--- src/rtl/tk1_led_pwm.sv ---
// Three-channel PWM generator for the RGB LED driver with an optional
// blink sequencer gating all channels over whole PWM periods.
//
// Blink FSM states:
//   state  | meaning
//   ST_ON  | PWM outputs follow the shadow duties
//   ST_OFF | all PWM outputs held low for the current blink phase
module tk1_led_pwm #(
    parameter int unsigned PRESCALE = 16
) (
    input  logic        clk,
    input  logic        reset_n,
    input  logic        cs,
    input  logic        we,
    input  logic [7:0]  address,
    input  logic [31:0] write_data,
    output logic [31:0] read_data,
    output logic        ready,
    output logic [2:0]  led_pwm
);

    localparam logic [7:0] ADDR_CTRL      = 8'h00;
    localparam logic [7:0] ADDR_DUTY0     = 8'h01;
    localparam logic [7:0] ADDR_DUTY1     = 8'h02;
    localparam logic [7:0] ADDR_DUTY2     = 8'h03;
    localparam logic [7:0] ADDR_BLINK_ON  = 8'h04;
    localparam logic [7:0] ADDR_BLINK_OFF = 8'h05;
    localparam logic [7:0] ADDR_STATUS    = 8'h06;

    localparam logic [15:0] PRESC_MAX = 16'(PRESCALE - 1);

    typedef enum logic {
        ST_ON  = 1'b0,
        ST_OFF = 1'b1
    } blink_state_e;

    logic [1:0]       ctrl_q, ctrl_d;
    logic [2:0][7:0]  duty_q, duty_d;
    logic [15:0]      blink_on_q, blink_on_d;
    logic [15:0]      blink_off_q, blink_off_d;
    logic [15:0]      presc_q, presc_d;
    logic [7:0]       pwm_cnt_q, pwm_cnt_d;
    logic [2:0][7:0]  shadow_q, shadow_d;
    blink_state_e     state_q, state_d;
    logic [15:0]      blink_cnt_q, blink_cnt_d;
    logic [2:0]       led_pwm_q, led_pwm_d;
    logic [31:0]      read_data_q, read_data_d;
    logic             ready_q, ready_d;

    logic             enable;
    logic             blink_en;
    logic             tick;
    logic             boundary;
    logic             phase_on;
    logic [15:0]      limit;
    logic [16:0]      blink_cnt_inc;
    logic             unused_wdata_hi;

    assign enable          = ctrl_q[0];
    assign blink_en        = ctrl_q[1];
    assign tick            = enable && (presc_q == PRESC_MAX);
    assign boundary        = tick && (pwm_cnt_q == 8'hFF);
    assign phase_on        = (state_q == ST_ON);
    assign unused_wdata_hi = ^write_data[31:16];

    // Register file writes on cs & we; unmapped and STATUS writes fall through.
    always_comb begin
        ctrl_d      = ctrl_q;
        duty_d      = duty_q;
        blink_on_d  = blink_on_q;
        blink_off_d = blink_off_q;
        if (cs && we) begin
            case (address)
                ADDR_CTRL:      ctrl_d      = write_data[1:0];
                ADDR_DUTY0:     duty_d[0]   = write_data[7:0];
                ADDR_DUTY1:     duty_d[1]   = write_data[7:0];
                ADDR_DUTY2:     duty_d[2]   = write_data[7:0];
                ADDR_BLINK_ON:  blink_on_d  = write_data[15:0];
                ADDR_BLINK_OFF: blink_off_d = write_data[15:0];
                default: ;
            endcase
        end
    end

    // Read mux and ready pulse; read_data is zero outside the ready cycle.
    always_comb begin
        read_data_d = '0;
        ready_d     = cs;
        if (cs && !we) begin
            case (address)
                ADDR_CTRL:      read_data_d = {30'h0, ctrl_q};
                ADDR_DUTY0:     read_data_d = {24'h0, duty_q[0]};
                ADDR_DUTY1:     read_data_d = {24'h0, duty_q[1]};
                ADDR_DUTY2:     read_data_d = {24'h0, duty_q[2]};
                ADDR_BLINK_ON:  read_data_d = {16'h0, blink_on_q};
                ADDR_BLINK_OFF: read_data_d = {16'h0, blink_off_q};
                ADDR_STATUS:    read_data_d = {16'h0, pwm_cnt_q, 7'h0, phase_on};
                default:        read_data_d = '0;
            endcase
        end
    end

    // Prescaler and PWM counter, held at zero while disabled; shadows track
    // DUTY while disabled so an enable starts with the current values.
    always_comb begin
        presc_d   = presc_q;
        pwm_cnt_d = pwm_cnt_q;
        shadow_d  = shadow_q;
        if (!enable) begin
            presc_d   = '0;
            pwm_cnt_d = '0;
        end else if (tick) begin
            presc_d   = '0;
            pwm_cnt_d = pwm_cnt_q + 8'd1;
        end else begin
            presc_d   = presc_q + 16'd1;
        end
        if (!enable || boundary) begin
            shadow_d = duty_q;
        end
    end

    // Blink FSM: advances once per PWM period; a zero limit counts as one.
    always_comb begin
        state_d       = state_q;
        blink_cnt_d   = blink_cnt_q;
        limit         = (state_q == ST_ON) ? blink_on_q : blink_off_q;
        if (limit == 16'd0) begin
            limit = 16'd1;
        end
        blink_cnt_inc = {1'b0, blink_cnt_q} + 17'd1;
        if (!blink_en) begin
            state_d     = ST_ON;
            blink_cnt_d = '0;
        end else if (boundary) begin
            if (blink_cnt_inc >= {1'b0, limit}) begin
                state_d     = (state_q == ST_ON) ? ST_OFF : ST_ON;
                blink_cnt_d = '0;
            end else begin
                blink_cnt_d = blink_cnt_inc[15:0];
            end
        end
    end

    // PWM compare, registered one cycle behind counter/shadow/phase.
    always_comb begin
        led_pwm_d = '0;
        for (int i = 0; i < 3; i++) begin
            led_pwm_d[i] = enable && phase_on && (pwm_cnt_q < shadow_q[i]);
        end
    end

    // State registers with asynchronous active-low reset.
    always_ff @(posedge clk or negedge reset_n) begin
        if (!reset_n) begin
            ctrl_q      <= '0;
            duty_q      <= '0;
            blink_on_q  <= '0;
            blink_off_q <= '0;
            presc_q     <= '0;
            pwm_cnt_q   <= '0;
            shadow_q    <= '0;
            state_q     <= ST_ON;
            blink_cnt_q <= '0;
            led_pwm_q   <= '0;
            read_data_q <= '0;
            ready_q     <= 1'b0;
        end else begin
            ctrl_q      <= ctrl_d;
            duty_q      <= duty_d;
            blink_on_q  <= blink_on_d;
            blink_off_q <= blink_off_d;
            presc_q     <= presc_d;
            pwm_cnt_q   <= pwm_cnt_d;
            shadow_q    <= shadow_d;
            state_q     <= state_d;
            blink_cnt_q <= blink_cnt_d;
            led_pwm_q   <= led_pwm_d;
            read_data_q <= read_data_d;
            ready_q     <= ready_d;
        end
    end

    assign read_data = read_data_q;
    assign ready     = ready_q;
    assign led_pwm   = led_pwm_q;

endmodule

--- config.mk ---
export PLATFORM = sky130hd
export DESIGN_NAME = tk1_led_pwm
export DESIGN_NICKNAME = d
export VERILOG_FILES = /design/src/rtl/tk1_led_pwm.sv
export SDC_FILE = /design/constraint.sdc
export NUM_CORES = 1
export LEC_CHECK = 0
export CAP_MARGIN = 5
export CORE_MARGIN = 3
export CORE_UTILIZATION = 40
export DETAILED_ROUTE_END_ITERATION = 7
export PLACE_DENSITY = 0.63
export SLEW_MARGIN = 5
export SYNTH_ARGS = -nofsm -noshare
export SYNTH_HDL_FRONTEND = slang
export SYNTH_SLANG_ARGS = --single-unit
--- constraint.sdc ---
create_clock -name clk -period 4.2 [get_ports clk]
set_input_delay 0.42 -clock clk [delete_from_list [all_inputs] [get_ports clk]]
set_output_delay 0.42 -clock clk [all_outputs]
set_load 0.02 [all_outputs]
==> results by group <==
Outcome
  – Status: complete, no violations

Synthesis
  – Count of different cell masters after synthesis: 52
  – Register area share after synthesis: 0.478
  – Synth area leaders: dfrtp_1, mux2_2, ha_1
  – Avg Inst Size Synth: 11.4 um^2
  – Post-synth EDFFs: 0
  – Cells after synthesis: 656
  – Top-count cell post-synth: dfrtp_1
  – Post-synth top cells: dfrtp_1, mux2_2, nor2_1
  – Yosys top cell area share: 0.478
  – Primary FF master, synth: dfrtp_1
  – Synth async-reset ratio: 1.00
  – Synth Register Bits: 143
  – Synth Cell Area: 7480 um^2
  – Dominant cell type by area after synthesis: dfrtp_1
  – Synth Warn #: 0

Floorplanning
  – Rows: 49
  – Die height: 143 um
  – Initial Util: 0.412
  – Io pins: 80
  – Core box area: 18100 um^2
  – Die extent in x: 143 um
  – Die area: 20400 um^2

Clock tree
  – TritonCTS clock tree: built
  – CTS root buf: clkbuf_16
  – Reg clk slew, reported paths: 60 ps
  – CTS resizes: 0
  – CTS buffer count: 17
  – Worst skew pair latency: 430 ps
  – Post-CTS Setup Bufs: 0
  – Hold buffers post-CTS: 0
  – Clk buf depth: 2
  – Clock tree sinks: 143
  – Htree depth: 4

STA
  – Slew Limit Headroom: 0.294
  – Min Tclk post-route: 3790 ps
  – Fin Setup TNS: 0 ps
  – RSZ-0062 raised after global routing: false
  – Setup violators final: 0
  – F_max: 264 MHz
  – Crit share post-route: 0.903
  – Final Hold Slack: 70.2 ps
  – Tightest Pin Transition: 1060 ps
  – Slew Limit Fails: 0
  – Worst Skew: 7.65 ps
  – Final Hold Fails: 0

Cells and area
  – Design area: 8710 um^2
  – Nets: 790
  – Layout Cells excl Fill: 948
  – Number of diodes: 0
  – Layout area overhead: 16.5%
  – # fillers: 1608
  – Share of cells above drive strength 1: 0.177

Placed design
  – Dpl cells: 916
  – Final HPWL DP: 12.2 mm
  – Gpl congestion: 0.855
  – Cell Area, Placed: 8100 um^2
  – Port bufs: 47

Routing
  – Via density: 5.40
  – DR top layer: met4
  – # DRC: 0
  – M1 WL: 8.04 mm
  – DR WL/cell: 18.1 um
  – Routed wl met2: 7.96 mm
  – Drt pass-1 iters: 5
  – Vias post-DR: 5122
  – Total Routed Length: 17.1 mm
  – DRT iter0 DRCs: 316
  – Met3 routed WL: 779 um
  – Antenna violation net count after detailed routing: 0

Setup path
  – Maximum fanout along the worst path: 18
  – Req. time, crit path: 4540 ps
  – CP Class: reg -> reg
  – CP cell instances: buf_4 > mux2i_1 > nand4_1 > or4_1 > nand2_1 > ha_1 > nand3_1 > nor2_1 > a2111oi_0 > o31ai_1 > or4b_1 > o21ai_0
  – CP max stage cell: or4b_1
  – Worst Setup End Kind: register
  – CP arrival: 4130 ps
  – Max incr delay on CP: 620 ps
  – Startpoint types: register

Global route
  – First-pass GRT wire length: 27.0 mm
  – Vias in the first global route: 5189
  – Total track usage: 0.171
  – Largest net degree at the start of global routing: 105
  – Remaining global-route overflow: 0
  – Initial antenna violation count: 0

Run
  – MaxCap Viol Count: 0

Pwr
  – Overall power: 3.16 mW
  – Max IR drop VDD: 0.243 mV
  – Leak pwr: 4.05 nW
  – Power per Cell Area: 362 nW/um^2

Worst hold path
  – Worst min path class: in -> async
==> cell families after synthesis <==
logic type,Yosys count,synth area share
buf+inv,72,0.0497
fa+ha+maj,40,0.0669
xor+xnor,33,0.0386
compound gates,82,0.0728
other cells,1,0.000501
flops,143,0.478
mux,116,0.173
simple gates,169,0.120
==> critical path, delay by kind of cell (launching register included) <==
| family | cells | cell delay, ps |
|---|---|---|
| compound gates | 3 | 910 |
| fa+ha+maj | 1 | 220 |
| buf+inv | 1 | 300 |
| flops | 1 | 320 |
| mux | 1 | 410 |
| simple gates | 6 | 1530 |
==> per-layer routing <==
| metal | up-vias | track usage |
|---|---|---|
| met3 | 26 | 0.0479 |
| li1 | 2400 | - |
| met2 | 111 | 0.265 |
| met5 | - | 0 |
| met4 | 0 | 0.0560 |
| met1 | 2585 | 0.232 |
==> worst paths after layout <==
| kind | startpoint | endpoint | slack, ps | cells after the start |
|---|---|---|---|---|
| min in group clk | presc_q[0]$_DFF_PN0_ | presc_q[0]$_DFF_PN0_ | 480 | 1 |
| setup / recovery | state_q$_DFFE_PN0P_ | blink_cnt_q[8]$_DFFE_PN0P_ | 410 | 12 |
| hold / removal | reset_n | blink_cnt_q[15]$_DFFE_PN0P_ | 70 | 1 |
| setup reg to reg | state_q$_DFFE_PN0P_ | blink_cnt_q[8]$_DFFE_PN0P_ | 410 | 12 |
| max in group asynchronous | reset_n | blink_off_q[11]$_DFFE_PN0P_ | 3080 | 2 |
| hold reg to reg | presc_q[0]$_DFF_PN0_ | presc_q[0]$_DFF_PN0_ | 480 | 1 |
==> placed cells by master (no fill, tap or decap), drive strengths merged, types with 2 or more instances in the layout <==
cell type,Yosys,layout
mux4,2,2
and2,8,8
nand2,33,33
clkbuf,10,19
nor4,5,5
a22o,16,16
dfrtp,143,143
a2111oi,4,4
xnor2,20,20
inv,35,36
nand2b,5,5
o2111ai,3,3
a22oi,7,7
ha,40,40
a21o,5,5
o21ai,13,13
mux2i,26,26
nand4,12,12
bufinv,0,3
nor2b,6,6
mux2,88,88
a21oi,28,28
or3,3,3
clkdlybuf4s50,0,46
or4,3,3
nor2,52,52
conb,1,16
and3,9,9
xor2,13,13
buf,27,7
nand3,19,19
nor3,9,9
and4,2,2
clkinv,0,8
==> sequential cells by signal, indices dropped and copies added, names as in the netlist <==
signal	cells
state_q	1
blink_off_q	16
shadow_q	24
blink_cnt_q	16
blink_on_q	16
pwm_cnt_q	8
ctrl_q	2
read_data	16
led_pwm	3
presc_q	16
ready	1
duty_q	24
==> cell type report <==
| cell class | count | area (um^2) | area share |
|---|---|---|---|
| flip-flops and latches | 143 | 3580 | 0.411 |
| clock inverters | 13 | 161 | 0.0185 |
| multi-input cells | 456 | 3590 | 0.412 |
| repair buffers | 53 | 517 | 0.0593 |
| well taps | 229 | 287 | 0.0329 |
| inverters | 35 | 131 | 0.0151 |
| clock buffers | 19 | 453 | 0.0520 |
==> power breakdown <==
part,switching (mW),internal (mW)
clock,0.591,0.965
combinational,0.110,0.0718
sequential,0.0166,1.40
==> per-stage QoR <==
step                 util  worst slack [ps]
floorplan               -               497
global placement    0.446               590
detailed placement  0.446               412
CTS                 0.480               389
global route        0.480               119
finish              0.480               408
Note: power is estimated with default switching activity, not from simulation.
